==> src/rtl/rca_lsq_arbiter_if.sv <==
// LSQ sharing bundle between reconfigurable operation units and the LSQ.
// master drives OU requests and LSQ returns; slave is the arbiter.
interface rca_lsq_arbiter_if #(
  parameter int NUM_UNITS = 4,
  parameter int MAX_LOADS = 4,
  parameter int XLEN      = 32
);
  localparam int CW = $clog2(MAX_LOADS) + 1;

  logic [NUM_UNITS*XLEN-1:0] unit_addr;
  logic [NUM_UNITS*XLEN-1:0] unit_data;
  logic [NUM_UNITS*3-1:0]    unit_fn3;
  logic [NUM_UNITS-1:0]      unit_load;
  logic [NUM_UNITS-1:0]      unit_store;
  logic [NUM_UNITS-1:0]      unit_new_request;
  logic [NUM_UNITS-1:0]      unit_lsq_full;
  logic [XLEN-1:0]           unit_load_data;
  logic [NUM_UNITS-1:0]      unit_load_complete;

  logic [XLEN-1:0]           addr;
  logic [XLEN-1:0]           data;
  logic [2:0]                fn3;
  logic                      load;
  logic                      store;
  logic                      new_request;
  logic                      lsq_full;
  logic [XLEN-1:0]           load_data;
  logic                      load_complete;

  logic [CW-1:0]             outstanding_loads;
  logic                      load_underflow;

  modport master (
    output unit_addr,
    output unit_data,
    output unit_fn3,
    output unit_load,
    output unit_store,
    output unit_new_request,
    output lsq_full,
    output load_data,
    output load_complete,
    input  unit_lsq_full,
    input  unit_load_data,
    input  unit_load_complete,
    input  addr,
    input  data,
    input  fn3,
    input  load,
    input  store,
    input  new_request,
    input  outstanding_loads,
    input  load_underflow
  );

  modport slave (
    input  unit_addr,
    input  unit_data,
    input  unit_fn3,
    input  unit_load,
    input  unit_store,
    input  unit_new_request,
    input  lsq_full,
    input  load_data,
    input  load_complete,
    output unit_lsq_full,
    output unit_load_data,
    output unit_load_complete,
    output addr,
    output data,
    output fn3,
    output load,
    output store,
    output new_request,
    output outstanding_loads,
    output load_underflow
  );
endinterface

==> src/rtl/rca_lsq_arbiter.sv <==
// Round-robin sharing of one LSQ port among NUM_UNITS operation units,
// with an in-order tracker that routes load returns back to their issuer.
module rca_lsq_arbiter #(
  parameter int NUM_UNITS = 4,
  parameter int MAX_LOADS = 4,
  parameter int XLEN      = 32
) (
  input  logic             clk,
  input  logic             rst,
  rca_lsq_arbiter_if.slave bus
);
  localparam int IW = $clog2(NUM_UNITS);
  localparam int PW = $clog2(MAX_LOADS);
  localparam int CW = PW + 1;

  logic [IW-1:0] rr_q, rr_d;
  logic [IW-1:0] fifo_q [MAX_LOADS];
  logic [IW-1:0] fifo_d [MAX_LOADS];
  logic [PW-1:0] rd_q, rd_d;
  logic [PW-1:0] wr_q, wr_d;
  logic [CW-1:0] cnt_q, cnt_d;
  logic          uf_q, uf_d;

  logic                 full_w;
  logic                 empty_w;
  logic [NUM_UNITS-1:0] elig;
  logic                 found;
  logic [IW-1:0]        win;
  logic                 accept;
  logic                 push;
  logic                 pop;

  always_comb begin
    full_w  = (cnt_q == CW'(MAX_LOADS));
    empty_w = (cnt_q == '0);
    for (int i = 0; i < NUM_UNITS; i++) begin
      elig[i] = bus.unit_new_request[i]
              & (bus.unit_load[i] | bus.unit_store[i])
              & ~(bus.unit_load[i] & full_w);
    end
  end

  always_comb begin
    int idx;
    found = 1'b0;
    win   = '0;
    idx   = 0;
    for (int k = 0; k < NUM_UNITS; k++) begin
      idx = int'(rr_q) + k;
      if (idx >= NUM_UNITS) idx = idx - NUM_UNITS;
      if (!found && elig[idx]) begin
        found = 1'b1;
        win   = IW'(idx);
      end
    end
  end

  always_comb begin
    bus.addr  = '0;
    bus.data  = '0;
    bus.fn3   = '0;
    bus.load  = 1'b0;
    bus.store = 1'b0;
    if (found) begin
      bus.addr  = bus.unit_addr[win*XLEN +: XLEN];
      bus.data  = bus.unit_data[win*XLEN +: XLEN];
      bus.fn3   = bus.unit_fn3[win*3 +: 3];
      bus.load  = bus.unit_load[win];
      // A request flagged as both load and store goes out as a load.
      bus.store = bus.unit_store[win] & ~bus.unit_load[win];
    end
  end

  always_comb begin
    accept          = found & ~bus.lsq_full;
    push            = accept & bus.unit_load[win];
    pop             = bus.load_complete & ~empty_w;
    bus.new_request = accept;
    bus.unit_lsq_full = '1;
    if (accept) bus.unit_lsq_full[win] = 1'b0;
    bus.unit_load_complete = '0;
    if (pop) bus.unit_load_complete[fifo_q[rd_q]] = 1'b1;
    bus.unit_load_data    = bus.load_data;
    bus.outstanding_loads = cnt_q;
    bus.load_underflow    = uf_q;
  end

  always_comb begin
    rr_d   = rr_q;
    fifo_d = fifo_q;
    rd_d   = rd_q;
    wr_d   = wr_q;
    cnt_d  = cnt_q;
    uf_d   = uf_q | (bus.load_complete & empty_w);
    if (accept) begin
      rr_d = (win == IW'(NUM_UNITS - 1)) ? '0 : win + IW'(1);
    end
    if (push) begin
      fifo_d[wr_q] = win;
      wr_d         = wr_q + PW'(1);
    end
    if (pop) rd_d = rd_q + PW'(1);
    unique case ({push, pop})
      2'b10:   cnt_d = cnt_q + CW'(1);
      2'b01:   cnt_d = cnt_q - CW'(1);
      default: cnt_d = cnt_q;
    endcase
  end

  always_ff @(posedge clk or posedge rst) begin
    if (rst) begin
      rr_q  <= '0;
      rd_q  <= '0;
      wr_q  <= '0;
      cnt_q <= '0;
      uf_q  <= 1'b0;
      for (int i = 0; i < MAX_LOADS; i++) fifo_q[i] <= '0;
    end else begin
      rr_q   <= rr_d;
      rd_q   <= rd_d;
      wr_q   <= wr_d;
      cnt_q  <= cnt_d;
      uf_q   <= uf_d;
      fifo_q <= fifo_d;
    end
  end
endmodule

==> src/flat_wrapper.sv <==
// flat-port wrapper written by rule: the top's interface ports become plain ports
module rca_lsq_arbiter_flat 
#(
  parameter int NUM_UNITS = 4,
  parameter int MAX_LOADS = 4,
  parameter int XLEN      = 32
)
  (clk, rst, bus_unit_addr, bus_unit_data, bus_unit_fn3, bus_unit_load, bus_unit_store, bus_unit_new_request, bus_lsq_full, bus_load_data, bus_load_complete, bus_unit_lsq_full, bus_unit_load_data, bus_unit_load_complete, bus_addr, bus_data, bus_fn3, bus_load, bus_store, bus_new_request, bus_outstanding_loads, bus_load_underflow);
  rca_lsq_arbiter_if #(.NUM_UNITS(NUM_UNITS), .MAX_LOADS(MAX_LOADS), .XLEN(XLEN)) bus_i ();
  input  logic clk;
  input  logic rst;
  input wire logic [$bits(bus_i.unit_addr)-1:0] bus_unit_addr;
  input wire logic [$bits(bus_i.unit_data)-1:0] bus_unit_data;
  input wire logic [$bits(bus_i.unit_fn3)-1:0] bus_unit_fn3;
  input wire logic [$bits(bus_i.unit_load)-1:0] bus_unit_load;
  input wire logic [$bits(bus_i.unit_store)-1:0] bus_unit_store;
  input wire logic [$bits(bus_i.unit_new_request)-1:0] bus_unit_new_request;
  input wire logic [$bits(bus_i.lsq_full)-1:0] bus_lsq_full;
  input wire logic [$bits(bus_i.load_data)-1:0] bus_load_data;
  input wire logic [$bits(bus_i.load_complete)-1:0] bus_load_complete;
  output wire logic [$bits(bus_i.unit_lsq_full)-1:0] bus_unit_lsq_full;
  output wire logic [$bits(bus_i.unit_load_data)-1:0] bus_unit_load_data;
  output wire logic [$bits(bus_i.unit_load_complete)-1:0] bus_unit_load_complete;
  output wire logic [$bits(bus_i.addr)-1:0] bus_addr;
  output wire logic [$bits(bus_i.data)-1:0] bus_data;
  output wire logic [$bits(bus_i.fn3)-1:0] bus_fn3;
  output wire logic [$bits(bus_i.load)-1:0] bus_load;
  output wire logic [$bits(bus_i.store)-1:0] bus_store;
  output wire logic [$bits(bus_i.new_request)-1:0] bus_new_request;
  output wire logic [$bits(bus_i.outstanding_loads)-1:0] bus_outstanding_loads;
  output wire logic [$bits(bus_i.load_underflow)-1:0] bus_load_underflow;
  assign bus_i.unit_addr = bus_unit_addr;
  assign bus_i.unit_data = bus_unit_data;
  assign bus_i.unit_fn3 = bus_unit_fn3;
  assign bus_i.unit_load = bus_unit_load;
  assign bus_i.unit_store = bus_unit_store;
  assign bus_i.unit_new_request = bus_unit_new_request;
  assign bus_i.lsq_full = bus_lsq_full;
  assign bus_i.load_data = bus_load_data;
  assign bus_i.load_complete = bus_load_complete;
  assign bus_unit_lsq_full = bus_i.unit_lsq_full;
  assign bus_unit_load_data = bus_i.unit_load_data;
  assign bus_unit_load_complete = bus_i.unit_load_complete;
  assign bus_addr = bus_i.addr;
  assign bus_data = bus_i.data;
  assign bus_fn3 = bus_i.fn3;
  assign bus_load = bus_i.load;
  assign bus_store = bus_i.store;
  assign bus_new_request = bus_i.new_request;
  assign bus_outstanding_loads = bus_i.outstanding_loads;
  assign bus_load_underflow = bus_i.load_underflow;
  rca_lsq_arbiter #(.NUM_UNITS(NUM_UNITS), .MAX_LOADS(MAX_LOADS), .XLEN(XLEN)) u_core (.clk(clk), .rst(rst), .bus(bus_i));
endmodule
==> config.mk <==
export PLATFORM = sky130hd
export DESIGN_NAME = rca_lsq_arbiter_flat
export DESIGN_NICKNAME = d
export VERILOG_FILES = /design/src/rtl/rca_lsq_arbiter_if.sv /design/src/rtl/rca_lsq_arbiter.sv /design/src/flat_wrapper.sv
export SDC_FILE = /design/constraint.sdc
export NUM_CORES = 1
export LEC_CHECK = 0
export ABC_AREA = 1
export BUFFER_PORTS_ARGS = -buffer_cell sky130_fd_sc_hd__buf_2
export CORE_AREA = 8 8 163 165
export DETAILED_ROUTE_END_ITERATION = 10
export DIE_AREA = 0 0 171 173
export PLACE_DENSITY_LB_ADDON = 0.08
export SLEW_MARGIN = 20
export SYNTH_ARGS = -nofsm -noshare
export SYNTH_HDL_FRONTEND = slang
export SYNTH_SLANG_ARGS = --single-unit
==> constraint.sdc <==
create_clock -name clk -period 8.95 [get_ports clk]
set_clock_uncertainty 0.2 [all_clocks]
set_input_delay 2.2375 -clock clk [delete_from_list [all_inputs] [get_ports clk]]
set_output_delay 2.2375 -clock clk [all_outputs]
set_load 0.03 [all_outputs]
==> summary.md <==
After layout, the minimum clock period comes to 7.19 ns. For the number of global-route vias before repair, the log shows 5757. TritonCTS built the clock tree. After floorplanning, the core was sized to cover 24000 µm². Sequential cells were found to cover 11.2% of the synthesized design area. The detailed placement HPWL is 20100 µm, and the total of endpoints with negative setup slack in the final report is 0.

The critical path required time is 6.51 ns, and the count of standard-cell rows is 57. The number of H-tree levels was 1; the layout net count was 1366. Counting every sink on the clock net gives 18. The die height was 173 µm; the clock tree buffer depth was 2. Static timing analysis puts the maximum clock frequency at 0.139 GHz. Counting flops and latches in the post-synthesis netlist gives 18. Clock-pin slew was measured on the worst setup and hold paths at 0.06 ns.

The final total negative setup slack was 0 ns. Number of cells produced by synthesis: 751. After synthesis, the largest area contributor takes up 26.7% of total cell area. The detail route stage leaves a number of antenna-violating nets equal to 0. For the worst setup path, the data arrival time is 4.75 ns. The worst max-slew margin expressed relative to the limit came out at 46.1%.

The max-capacitance violation count was 0. Input and output buffers added on the ports amount to 365. The number of antenna violations at the first check in global routing is 5, and the total clock buffers created by CTS is 3. The run finished with clean final reports. Along the worst path, the maximum fanout reaches 82. The first detailed-routing pass ran for 4 iterations.

Setup repair after global routing left no endpoint under its margin. In the post-synthesis netlist, the biggest area contributors are sky130_fd_sc_hd__nor2_1 27%, sky130_fd_sc_hd__dfrtp_1 11%, sky130_fd_sc_hd__a21oi_1 8.8%. The max-slew violation total from the final report is 0. The critical path is of the in -> out type. Kind of start point of the critical path: an input port. The total setup buffers inserted after CTS came out at 0. The number of nets produced by synthesis was 1077.

The average detailed-routed wire length per instance is 18.6 µm, and the total number of vias is 5853. Hold buffer count at CTS: 0. Averaged over all synthesized cells, the footprint is 5.35 µm². The post-synthesis cell type count is 31, and the starting density of the core is 16.8%. After detailed routing, the total wire length is 25500 µm. The logs give 0 for the final routed DRC violation total and 4020 µm² for the area of the mapped netlist.

The clock latency on the worst-skew pair was 0.25 ns. For the global-route wire length before repair, the log shows 36800 µm. The congestion estimate from routability-driven global placement came to 0.881. The cell sitting at the root of the clock tree is a sky130_fd_sc_hd__clkbuf_16.

The logs give 0 for the overall overflow remaining after global route and 15.9% for the total track usage. At the pin with the least slew margin, the transition time is 0.806 ns. For this design the top-level I/O count stands at 430. During synthesis, Yosys emitted a total of 0 warnings.

The post-route netlist has 38.2% of its cells at a drive strength greater than 1. The maximum number of pins on one net before global-route repair is 140. The path class of the tightest hold or removal check is reg -> reg. In this run, the number of DRC markers left after iteration 0 of detailed routing was 451. For the worst reg-to-reg setup slack, the log shows 4.94 ns. Leading area contributor after synthesis: sky130_fd_sc_hd__nor2_1.

Final number of hold-violating endpoints: 0. The total of cells resized after clock tree synthesis is 0, and the final worst-path cycle share is 80.3%. The area added between synthesis and finish works out to 46.4%. The endpoint class of the critical path was an output port. In this run the horizontal extent of the chip is 171 µm. In the routed layout, each cell is associated on average with a via count of 4.28. The overall die area was 29600 µm².
-- cells in the mapped netlist --
cell type                  instances
sky130_fd_sc_hd__buf_6             9
sky130_fd_sc_hd__nand3_1          28
sky130_fd_sc_hd__buf_4            43
sky130_fd_sc_hd__a21oi_1          71
sky130_fd_sc_hd__a31o_2            1
sky130_fd_sc_hd__clkbuf_1         11
sky130_fd_sc_hd__ha_1              9
sky130_fd_sc_hd__nand3_2           5
sky130_fd_sc_hd__fa_1              1
sky130_fd_sc_hd__xnor2_2           1
sky130_fd_sc_hd__inv_1            20
sky130_fd_sc_hd__nand2_2           4
sky130_fd_sc_hd__o21ai_4           1
sky130_fd_sc_hd__xnor2_1           1
sky130_fd_sc_hd__xor2_1            2
sky130_fd_sc_hd__dfrtp_1          18
sky130_fd_sc_hd__a21oi_2           1
sky130_fd_sc_hd__clkinv_1          1
sky130_fd_sc_hd__nand3_4           1
sky130_fd_sc_hd__nor2_1          286
sky130_fd_sc_hd__nand4_2           1
sky130_fd_sc_hd__nand4_1          11
sky130_fd_sc_hd__a21boi_0          1
sky130_fd_sc_hd__inv_2             3
sky130_fd_sc_hd__o21ai_1          67
sky130_fd_sc_hd__o21ai_0          71
sky130_fd_sc_hd__o21ai_2           1
sky130_fd_sc_hd__nand2_1          55
sky130_fd_sc_hd__nor2_4            1
sky130_fd_sc_hd__buf_2            25
sky130_fd_sc_hd__a32oi_1           1
-- worst max-delay path: stages --
cell and delay, ns:
sky130_fd_sc_hd__buf_2 0.10, sky130_fd_sc_hd__nor2_1 0.04, sky130_fd_sc_hd__nor2_1 0.12, sky130_fd_sc_hd__nand3_1 0.15
sky130_fd_sc_hd__nand3_1 0.13, sky130_fd_sc_hd__nand2_2 0.10, sky130_fd_sc_hd__nand2_1 0.11, sky130_fd_sc_hd__nand2_1 0.07
sky130_fd_sc_hd__nand2_2 0.10, sky130_fd_sc_hd__nand3_4 0.10, sky130_fd_sc_hd__inv_4 0.47, sky130_fd_sc_hd__buf_12 0.39
sky130_fd_sc_hd__o21ai_0 0.13, sky130_fd_sc_hd__a21oi_1 0.20, sky130_fd_sc_hd__buf_2 0.24
-- stage by stage --
stage / setup WS (ns) / hold slack [ns] / instance area (µm²) / util (%) / instances
floorplan: 2.45 / 0.242 / 4020 / - / 751
global placement: 1.73 / 0.257 / 5780 / 24.1 / 1359
detailed placement: 1.75 / 0.258 / 5780 / 24.1 / 1359
CTS: 1.75 / 0.272 / 5870 / 24.5 / 1363
global route: 1.43 / 0.291 / 5870 / 24.5 / 1366
finish: 1.76 / 0.267 / 5880 / 24.5 / 1369
-- cell families (layout without fill, tap and decap cells) --
group | Yosys count | count (layout) | synth area share [%]
AO/OA/AOI/OAI | 215 | 215 | 27.5
XOR/XNOR | 4 | 4 | 1.06
flip-flops | 18 | 18 | 11.2
buffers and inverters | 112 | 400 | 16.9
other | 0 | 6 | 0
adder cells (fa/ha/maj) | 10 | 10 | 3.30
AND/OR/NAND/NOR | 392 | 392 | 40.0
-- final timing paths --
path                                                 start                              end  depth (start not counted)
setup / recovery                          bus_unit_load[2]                     bus_data[18]                         15
hold / removal                   u_core.bus.load_underflow        u_core.bus.load_underflow                          1
setup reg to reg           u_core.bus.outstanding_loads[0]  u_core.bus.outstanding_loads[2]                         18
hold reg to reg                  u_core.bus.load_underflow        u_core.bus.load_underflow                          1
max in group asynchronous                              rst  u_core.bus.outstanding_loads[0]                          2
min in group asynchronous                              rst  u_core.bus.outstanding_loads[1]                          2
-- layout by cell type (no fill, tap or decap), drive strengths merged --
| cell type | instances |
|---|---|
| xor2 | 2 |
| inv | 24 |
| ha | 9 |
| a31o | 1 |
| o21ai | 140 |
| buf | 372 |
| a32oi | 1 |
| nand2 | 59 |
| a21oi | 72 |
| nor2 | 287 |
| dfrtp | 18 |
| diode | 6 |
| fa | 1 |
| a21boi | 1 |
| clkbuf | 4 |
| nand3 | 34 |
| xnor2 | 2 |
| nand4 | 12 |
-- metal layers --
layer | global-route usage (%) | vias to the layer above | wire length, µm
met3 | 3.55 | 20 | 2170
met2 | 29.5 | 245 | 13100
li1 | - | 3012 | -
met1 | 18.3 | 2576 | 9920
met5 | 0 | - | 0
met4 | 2.43 | 0 | 331
-- sequential cells by signal (all words and copies together) (netlist names) --
name,count
u_core.wr_q,2
u_core.rd_q,2
u_core.bus.load_underflow,1
u_core.fifo_q,8
u_core.bus.outstanding_loads,3
u_core.rr_q,2
-- layout make-up --
type	count	area, µm²
antenna	6	15.0
fill	2894	18100
inverter	24	92.6
sequential	18	450
clock buffer	4	88.8
tap	324	405
timing repair buffer	372	1930
multi-input combinational	621	2900
Power is not shown: default switching activity piles up to over one toggle a cycle in this logic, so the estimate is an artifact.
